--- config.mk ---
export PLATFORM = sky130hd
export DESIGN_NAME = bist_response_analyzer
export DESIGN_NICKNAME = d
export VERILOG_FILES = /design/src/rtl/bist_response_analyzer.sv
export SDC_FILE = /design/constraint.sdc
export NUM_CORES = 1
export LEC_CHECK = 0
export CAP_MARGIN = 20
export CORE_MARGIN = 1.5
export CORE_UTILIZATION = 45
export DETAILED_ROUTE_END_ITERATION = 6
export DONT_BUFFER_PORTS = 1
export PLACE_DENSITY = 0.67
export REMOVE_ABC_BUFFERS = 1
export SLEW_MARGIN = 40
export SYNTH_ARGS = -nofsm -noshare
export SYNTH_HDL_FRONTEND = slang
export SYNTH_SLANG_ARGS = --single-unit
export TNS_END_PERCENT = 50
--- constraint.sdc ---
create_clock -name CLK -period 3.3 [get_ports CLK]
set_clock_uncertainty 0.15 [all_clocks]
set_input_delay 0.66 -clock CLK [delete_from_list [all_inputs] [get_ports CLK]]
set_output_delay 0.66 -clock CLK [all_outputs]
set_load 0.05 [all_outputs]
--- src/rtl/bist_response_analyzer.sv ---
// bist_response_analyzer
//   Compares memory read data against golden data under a bit mask while a
//   test is running, and keeps a summary of the failures for readout.
//
//   Ports
//     CLK             : clock, all state on rising edge
//     RST_N           : asynchronous active-low reset
//     START           : pulse, clears results and enters RUN (ignored in RUN)
//     STOP            : pulse, RUN -> DONE (ignored outside RUN)
//     CMP_VALID       : qualifies CMP_ADDR/DATA/EXPECTED/MASK
//     CMP_ADDR        : address of the current beat
//     DATA            : read data from the memory under test
//     EXPECTED        : golden data
//     MASK            : 1 = bit compared, 0 = bit ignored
//     BUSY            : high in RUN
//     DONE            : high in DONE
//     MISMATCH        : one-cycle flag, previous beat failed
//     PASS            : verdict, meaningful while DONE=1
//     FAIL_COUNT      : number of failing beats, saturating
//     FIRST_FAIL_ADDR : CMP_ADDR of the first failing beat
//     FIRST_FAIL_DATA : DATA of the first failing beat
//     ERR_BITS        : sticky OR of masked bit errors
module bist_response_analyzer #(
  parameter int DATA_WIDTH = 8,
  parameter int ADDR_WIDTH = 4,
  parameter int CNT_WIDTH  = 8
) (
  input  logic                  CLK,
  input  logic                  RST_N,
  input  logic                  START,
  input  logic                  STOP,
  input  logic                  CMP_VALID,
  input  logic [ADDR_WIDTH-1:0] CMP_ADDR,
  input  logic [DATA_WIDTH-1:0] DATA,
  input  logic [DATA_WIDTH-1:0] EXPECTED,
  input  logic [DATA_WIDTH-1:0] MASK,
  output logic                  BUSY,
  output logic                  DONE,
  output logic                  MISMATCH,
  output logic                  PASS,
  output logic [CNT_WIDTH-1:0]  FAIL_COUNT,
  output logic [ADDR_WIDTH-1:0] FIRST_FAIL_ADDR,
  output logic [DATA_WIDTH-1:0] FIRST_FAIL_DATA,
  output logic [DATA_WIDTH-1:0] ERR_BITS
);

  typedef enum logic [1:0] {
    S_IDLE = 2'd0,
    S_RUN  = 2'd1,
    S_DONE = 2'd2
  } state_t;

  state_t r_state;
  state_t w_state_nxt;

  logic                  r_busy;
  logic                  r_done;
  logic                  r_mismatch;
  logic                  r_pass;
  logic [CNT_WIDTH-1:0]  r_fail_count;
  logic [ADDR_WIDTH-1:0] r_ff_addr;
  logic [DATA_WIDTH-1:0] r_ff_data;
  logic [DATA_WIDTH-1:0] r_err_bits;

  logic [DATA_WIDTH-1:0] w_err;
  logic                  w_beat;
  logic                  w_fail;
  logic                  w_start;
  logic                  w_stop;
  logic                  w_cnt_sat;

  assign w_err     = (DATA ^ EXPECTED) & MASK;
  assign w_beat    = CMP_VALID && (r_state == S_RUN);
  assign w_fail    = w_beat && (|w_err);
  assign w_start   = START && (r_state != S_RUN);
  assign w_stop    = STOP && (r_state == S_RUN);
  assign w_cnt_sat = &r_fail_count;

  always_comb begin
    w_state_nxt = r_state;
    case (r_state)
      S_IDLE:  if (START) w_state_nxt = S_RUN;
      S_RUN:   if (STOP)  w_state_nxt = S_DONE;
      S_DONE:  if (START) w_state_nxt = S_RUN;
      default: w_state_nxt = S_IDLE;
    endcase
  end

  always_ff @(posedge CLK or negedge RST_N) begin
    if (!RST_N) r_state <= S_IDLE;
    else        r_state <= w_state_nxt;
  end

  always_ff @(posedge CLK or negedge RST_N) begin
    if (!RST_N) begin
      r_busy       <= 1'b0;
      r_done       <= 1'b0;
      r_mismatch   <= 1'b0;
      r_pass       <= 1'b0;
      r_fail_count <= '0;
      r_ff_addr    <= '0;
      r_ff_data    <= '0;
      r_err_bits   <= '0;
    end else begin
      // Status flags track the state being entered so they stay registered.
      r_busy     <= (w_state_nxt == S_RUN);
      r_done     <= (w_state_nxt == S_DONE);
      r_mismatch <= w_fail;
      if (w_start) begin
        r_pass       <= 1'b0;
        r_fail_count <= '0;
        r_ff_addr    <= '0;
        r_ff_data    <= '0;
        r_err_bits   <= '0;
      end else begin
        if (w_fail) begin
          // A zero count means no earlier failure; the count never returns
          // to zero once it has moved, even when saturated.
          if (r_fail_count == '0) begin
            r_ff_addr <= CMP_ADDR;
            r_ff_data <= DATA;
          end
          if (!w_cnt_sat) r_fail_count <= r_fail_count + 1'b1;
          r_err_bits <= r_err_bits | w_err;
        end
        // Verdict folds in a failing beat sampled with STOP.
        if (w_stop) r_pass <= (r_fail_count == '0) && !w_fail;
      end
    end
  end

  assign BUSY            = r_busy;
  assign DONE            = r_done;
  assign MISMATCH        = r_mismatch;
  assign PASS            = r_pass;
  assign FAIL_COUNT      = r_fail_count;
  assign FIRST_FAIL_ADDR = r_ff_addr;
  assign FIRST_FAIL_DATA = r_ff_data;
  assign ERR_BITS        = r_err_bits;

endmodule
==> results.md, run 1 <==
* Status: finished, final reports clean
* Post-CTS sizing at 0
* Final Critical Period at 2.35 ns
* Multiplexer share of the synthesized area at 0.0186
* Initial Util at 0.476
* Crit Reg-Reg Endpoint: FIRST_FAIL_ADDR[3]
* GPL Wtd Cong at 0.881
* Fin nets at 207
* Critical Path Fanout Max at 12
* Clock Latency Late Sink at 0.34 ns
* Multi-input logic area at 709 um^2
* Worst-case reg-to-reg path depth at 6
* Final Slew Violations at 0
* Num rows at 21
* Pwr per Cell Area at 700 nW/um^2
* Syn_area_per_cell at 9.61 um^2
* Final Cycle Share at 0.711
* Clock power frac at 0.243
* Met1 usage at 0.249
* Longest Clk Path Bufs at 2
* Startpoint types: flop
* CP Launch Point: FAIL_COUNT[0]
* Clock transition at path regs at 0.10 ns
* I/O Buffers at 0
* XOR/XNOR Fraction of Synth Area at 0.0434
* H-tree depth at 2
* Initial antenna violation count at 0
* DR vias at 1337
* Post-synthesis sequential area ratio at 0.527
* # DRC at 0
* Setup TNS at 0 ns
* Setup CP Type: flop to flop
* Total core area at 3390 um^2
* First-pass GRT wire length at 6390 um
* Slew Limit Headroom at 0.581
* Wire per inst at 18.3 um
* DRT antenna net count at 0
* Worst reg2reg setup slack at 0.95 ns
* CP arrival at 2.42 ns
* Iteration-0 DRC Markers at 61
* Async SR Flop Fraction at 1.00
* Crit path capture: FIRST_FAIL_ADDR[3]
* Placed Cells at 209
* Peak supply drop at 0.431 mV
* DIE AREA at 3960 um^2
* Tot GR Track Use at 0.208
* Crit end category: flop
* Final hold slack at 0.274 ns
* RSZ-0062 raised after global routing: false
* F_max at 0.426 GHz
* Die Wd at 62.9 um
* Vert. Die Dim at 62.9 um
* Vias in the first global route at 1337
* Final Hold Fails at 0
* Synth Instances at 168
* FF/Latch Area at 851 um^2
* Compound-cell area share of the yosys netlist at 0.176
* Global route hottest layer: met2
* Power share of the sequential group at 0.593
* Flops & latches, synth at 34
* # diodes at 0
* Simple-gate share of the synthesized area at 0.186
* Main combinational cell family by area after synthesis: simple AND/OR/NAND/NOR gates
* Num CTS Buffers at 5
* Worst EP required at 3.37 ns
* Post-CTS Setup Bufs at 0
* Int Pwr at 707 uW
* CTS tree: yes
* DP HPWL at 2860 um
* Mapped cell area at 1610 um^2
* Largest net degree at the start of global routing at 35
* Global routing usage on met3 at 0.0865
* Remaining Overflow, GRT at 0
* Combinational power share at 0.164
* CTS sink count at 34
* Via/cell ratio at 6.11
* EDFF count, synth at 0
* Adder-cell share of the synthesized area at 0.0155
* Synth unique cells at 29
* Fillcell total at 305
* Layout cells sized above 1 at 0.0578
* Hold Path Class: primary input to flop
* Max_cap viols at 0
* Endpoints failing setup at 0
* Switch share at 0.426
* Layout area overhead at 8.84%
* Syn. warnings at 0
* Root Driver: clkbuf_4
* Met2 Use GR at 0.338
* Hold_buf cts at 2
* Leakage at 0.000809 uW
* Non-Filler Instances at 219
* Switching power at 524 uW
* First-pass DRT Iterations at 4
* Predominant post-synthesis flop cell: dfrtp_1
* FF-to-FF Start: FAIL_COUNT[0]
* Io pins at 65
* Worst-margin pin slew at 0.628 ns
* Routed Wire Length at 4010 um
[metrics by stage]
step	setup WS [ns]	total power [uW]	area [um^2]	utilization
floorplan	1.13	863	1570	-
global placement	0.981	917	1650	0.487
detailed placement	0.849	928	1650	0.487
CTS	0.958	1240	1760	0.518
global route	0.721	1290	1760	0.518
finish	0.955	1230	1760	0.518
[worst min-delay path by stage]
| stage | startpoint | endpoint | slack (ns) | cells past startpoint |
|---|---|---|---|---|
| 2_1_floorplan | RST_N | BUSY | 0.21 | 0 |
| 3_3_place_gp | RST_N | FAIL_COUNT[4] | 0.22 | 0 |
| 5_1_grt | STOP | BUSY | 0.26 | 1 |
| 4_1_cts | STOP | BUSY | 0.26 | 1 |
| 3_5_place_dp | RST_N | FAIL_COUNT[4] | 0.22 | 0 |
| 6_report | STOP | BUSY | 0.27 | 1 |
[synthesized netlist by cell type (all sizes together) (2+ instances only)]
library cell / count / area (um^2)
mux2i: 3 / 30.0
clkbuf: 3 / 11.3
ha: 2 / 25.0
dfrtp: 34 / 851
and3: 5 / 31.3
o21ai: 15 / 75.1
nor2: 12 / 45.0
a22oi: 4 / 30.0
and2: 2 / 12.5
o22ai: 2 / 12.5
buf: 5 / 31.3
a31oi: 10 / 62.6
inv: 3 / 11.3
nand4: 2 / 12.5
nor2b: 2 / 12.5
xor2: 8 / 70.1
a21oi: 16 / 80.1
nand2: 11 / 41.3
nand3: 20 / 100
[worst max-delay path: stages, from the launching register on]
cell and delay (ns):
dfrtp_1 0.60, inv_1 0.16, ha_1 0.15, nor4b_1 0.33, nand3_1 0.46, o21ai_1 0.28
a21oi_1 0.10
[cells in the final DEF (no fill, tap or decap), drive strengths merged, types with 2 or more instances in the layout]
cell,Yosys,final
a21oi,16,16
nor2b,2,2
o21ai,15,15
o22ai,2,2
and2,2,2
nand3,20,20
and3,5,5
xor2,8,8
nand4,2,2
a31oi,10,10
ha,2,2
clkbuf,3,7
dfrtp,34,34
buf,5,4
nand2,11,11
mux2i,3,3
a22oi,4,4
inv,3,3
nor2,12,12
[per-layer routing]
metal	part of all wire	wire length [um]
met4	0.017	69
met1	0.40	1610
met5	0	0
met3	0.092	368
met2	0.49	1960
[power groups by stage]
stage	registers (uW)	logic, uW	clock network, uW
floorplan	723	140	0
global placement	738	179	0
detailed placement	740	189	0
CTS	731	202	304
global route	739	229	326
finish	730	202	299
[final cells by class]
cell class,instances,share of cell area
flip-flops and latches,34,0.484
multi-input cells,123,0.404
well taps,46,0.0328
repair buffers,5,0.0299
clock buffers,7,0.0256
clock inverters,1,0.0171
inverters,3,0.00641
[flip-flops by register name, indices dropped and copies added, names as in the netlist, 2 cells and up]
register         cells
ERR_BITS             8
FAIL_COUNT           8
FIRST_FAIL_DATA      8
FIRST_FAIL_ADDR      4
r_state              2
[cell families (layout without fill, tap and decap cells)]
| group | count (synthesis) | after routing |
|---|---|---|
| and+or+nand+nor | 60 | 60 |
| AOI/OAI and AO/OA | 50 | 50 |
| DFF | 34 | 34 |
| buffers and inverters | 11 | 16 |
| xor gates and xnor gates | 8 | 8 |
| muxes | 3 | 3 |
| adders and majority gates | 2 | 2 |
No activity file was read; power rests on OpenSTA's default activity.
==> inputs of run 2 (changes only) <==
==> constraint.sdc (replaced) <==
create_clock -name CLK -period 2.4 [get_ports CLK]
set_clock_uncertainty 0.15 [all_clocks]
set_input_delay 0.48 -clock CLK [delete_from_list [all_inputs] [get_ports CLK]]
set_output_delay 0.48 -clock CLK [all_outputs]
set_load 0.05 [all_outputs]
==> run 2 against run 1 <==
Sequential share of layout area is 3.1 points lower. Register-to-register slack got worse by 0.58 ns. Non-clock buffer count grew 11. Hold slack worse by 0.18 ns. Via count rose by 1.6%.
==> results.md, run 2 (synthesized netlist as in run 1, its figures left out) <==
* DR vias at 1359
* Die Wd at 62.9 um
* Status: finished, final reports clean
* Crit Reg-Reg Endpoint: FIRST_FAIL_DATA[4]
* I/O Buffers at 0
* Iteration-0 DRC Markers at 87
* # DRC at 0
* Vert. Die Dim at 62.9 um
* Slowest CP cell: nand3_1
* Setup TNS at 0 ns
* Max_cap viols at 0
* GPL Wtd Cong at 0.808
* DP HPWL at 2900 um
* Layout cells sized above 1 at 0.125
* # diodes at 0
* Hold_sp: STOP
* Num CTS Buffers at 5
* Worst reg2reg setup slack at 0.37 ns
* Io pins at 65
* Endpoints failing setup at 0
* Final Hold Fails at 0
* Pwr per Cell Area at 987 nW/um^2
* DIE AREA at 3960 um^2
* Combinational power share at 0.175
* First-pass DRT Iterations at 4
* Via/cell ratio at 5.91
* Switching power at 732 uW
* Wire per inst at 17.2 um
* Leakage at 0.000887 uW
* Switch share at 0.395
* Worst-margin pin slew at 0.503 ns
* CTS sink count at 34
* Final hold slack at 0.0925 ns
* H-tree depth at 2
* Worst EP required at 2.47 ns
* Crit end category: flop
* DRT antenna net count at 0
* Hold path cells at 1
* Final Slew Violations at 0
* Worst-case reg-to-reg path depth at 6
* Startpoint types: flop
* Crit-path max cell delay at 0.43 ns
* First-pass GRT wire length at 6590 um
* Clock Latency Late Sink at 0.34 ns
* Total core area at 3390 um^2
* Pre-CTS setup slack at 0.311 ns
* Fin nets at 218
* Initial antenna violation count at 0
* Longest Clk Path Bufs at 2
* RSZ-0062 raised after global routing: false
* Hold Path Class: primary input to flop
* Power share of the sequential group at 0.527
* Worst Hold End: BUSY
* Most common cell after layout, fill and taps aside: dfrtp_1
* Final Critical Period at 2.03 ns
* Layout area overhead at 16.2%
* CP top delay family: simple AND/OR/NAND/NOR gates
* Num rows at 21
* Setup CP Type: flop to flop
* Clock power frac at 0.298
* Critical path, cell by cell: inv_1 > ha_1 > nor4b_1 > nand3_1 > o21ai_1 > a21oi_1
* Int Pwr at 1120 uW
* Tot GR Track Use at 0.215
* Clock transition at path regs at 0.11 ns
* FF-to-FF Start: FAIL_COUNT[0]
* Routed Wire Length at 3960 um
* CTS tree: yes
* Final Cycle Share at 0.844
* Slew Limit Headroom at 0.664
* F_max at 0.493 GHz
* Fin worst setup slack at 0.373 ns
* Critical Path Fanout Max at 12
* Vias in the first global route at 1369
* Peak supply drop at 0.870 mV
* CP arrival at 2.10 ns
* Remaining Overflow, GRT at 0
* Largest net degree at the start of global routing at 35
* Root Driver: clkbuf_4
* Post-CTS sizing at 0
* Critical path buffer and inverter count at 1
* Most frequent cells in the layout: 34 x dfrtp_1, 20 x nand3_1, 16 x a21oi_1
* Initial Util at 0.476
==> run 2: area by class of cell <==
cell class                 instances  area, um^2
tap                               46        57.6
fill                             295        1510
clock buffer                       6        51.3
timing repair buffer              16         135
inverter                           3        11.3
clock inverter                     2        60.1
sequential                        34         851
multi-input combinational        123         709
==> run 2: power by group through the flow <==
stage / Sequential, uW / Combinational, uW / Clock [uW]
floorplan: 993 / 193 / 0
global placement: 987 / 296 / 0
detailed placement: 988 / 306 / 0
CTS: 976 / 326 / 559
global route: 984 / 370 / 581
finish: 975 / 324 / 552
==> run 2: worst max-delay path by stage <==
stage | start | endpoint | slack (ns) | cells after the start
2_1_floorplan | FAIL_COUNT[0] | FIRST_FAIL_ADDR[0] | 0.26 | 7
3_3_place_gp | DATA[4] | PASS | 0.35 | 5
3_5_place_dp | DATA[1] | FAIL_COUNT[6] | 0.31 | 5
4_1_cts | FAIL_COUNT[0] | FIRST_FAIL_DATA[2] | 0.39 | 6
5_1_grt | FAIL_COUNT[1] | FIRST_FAIL_DATA[7] | 0.22 | 6
6_report | FAIL_COUNT[0] | FIRST_FAIL_DATA[4] | 0.37 | 6
==> run 2: stage by stage <==
stage               instances  power, uW   util  area (um^2)
floorplan                 160       1190      -         1570
global placement          220       1280  0.512         1730
detailed placement        220       1290  0.512         1730
CTS                       230       1860  0.553         1880
global route              230       1930  0.553         1880
finish                    230       1850  0.553         1880
==> run 2: routing by layer <==
layer | vias up | global-route usage | wire length [um]
li1 | 637 | - | -
met1 | 666 | 0.275 | 1680
met2 | 51 | 0.339 | 1930
met3 | 5 | 0.0829 | 299
met4 | 0 | 0.0583 | 51
met5 | - | 0 | 0
==> run 2: timing repair <==
| item | CTS | global route |
|---|---|---|
| hold buffers | 2 | 0 |
| endpoints found under the hold margin | 34 | 0 |
| buffers inserted | 0 | 0 |
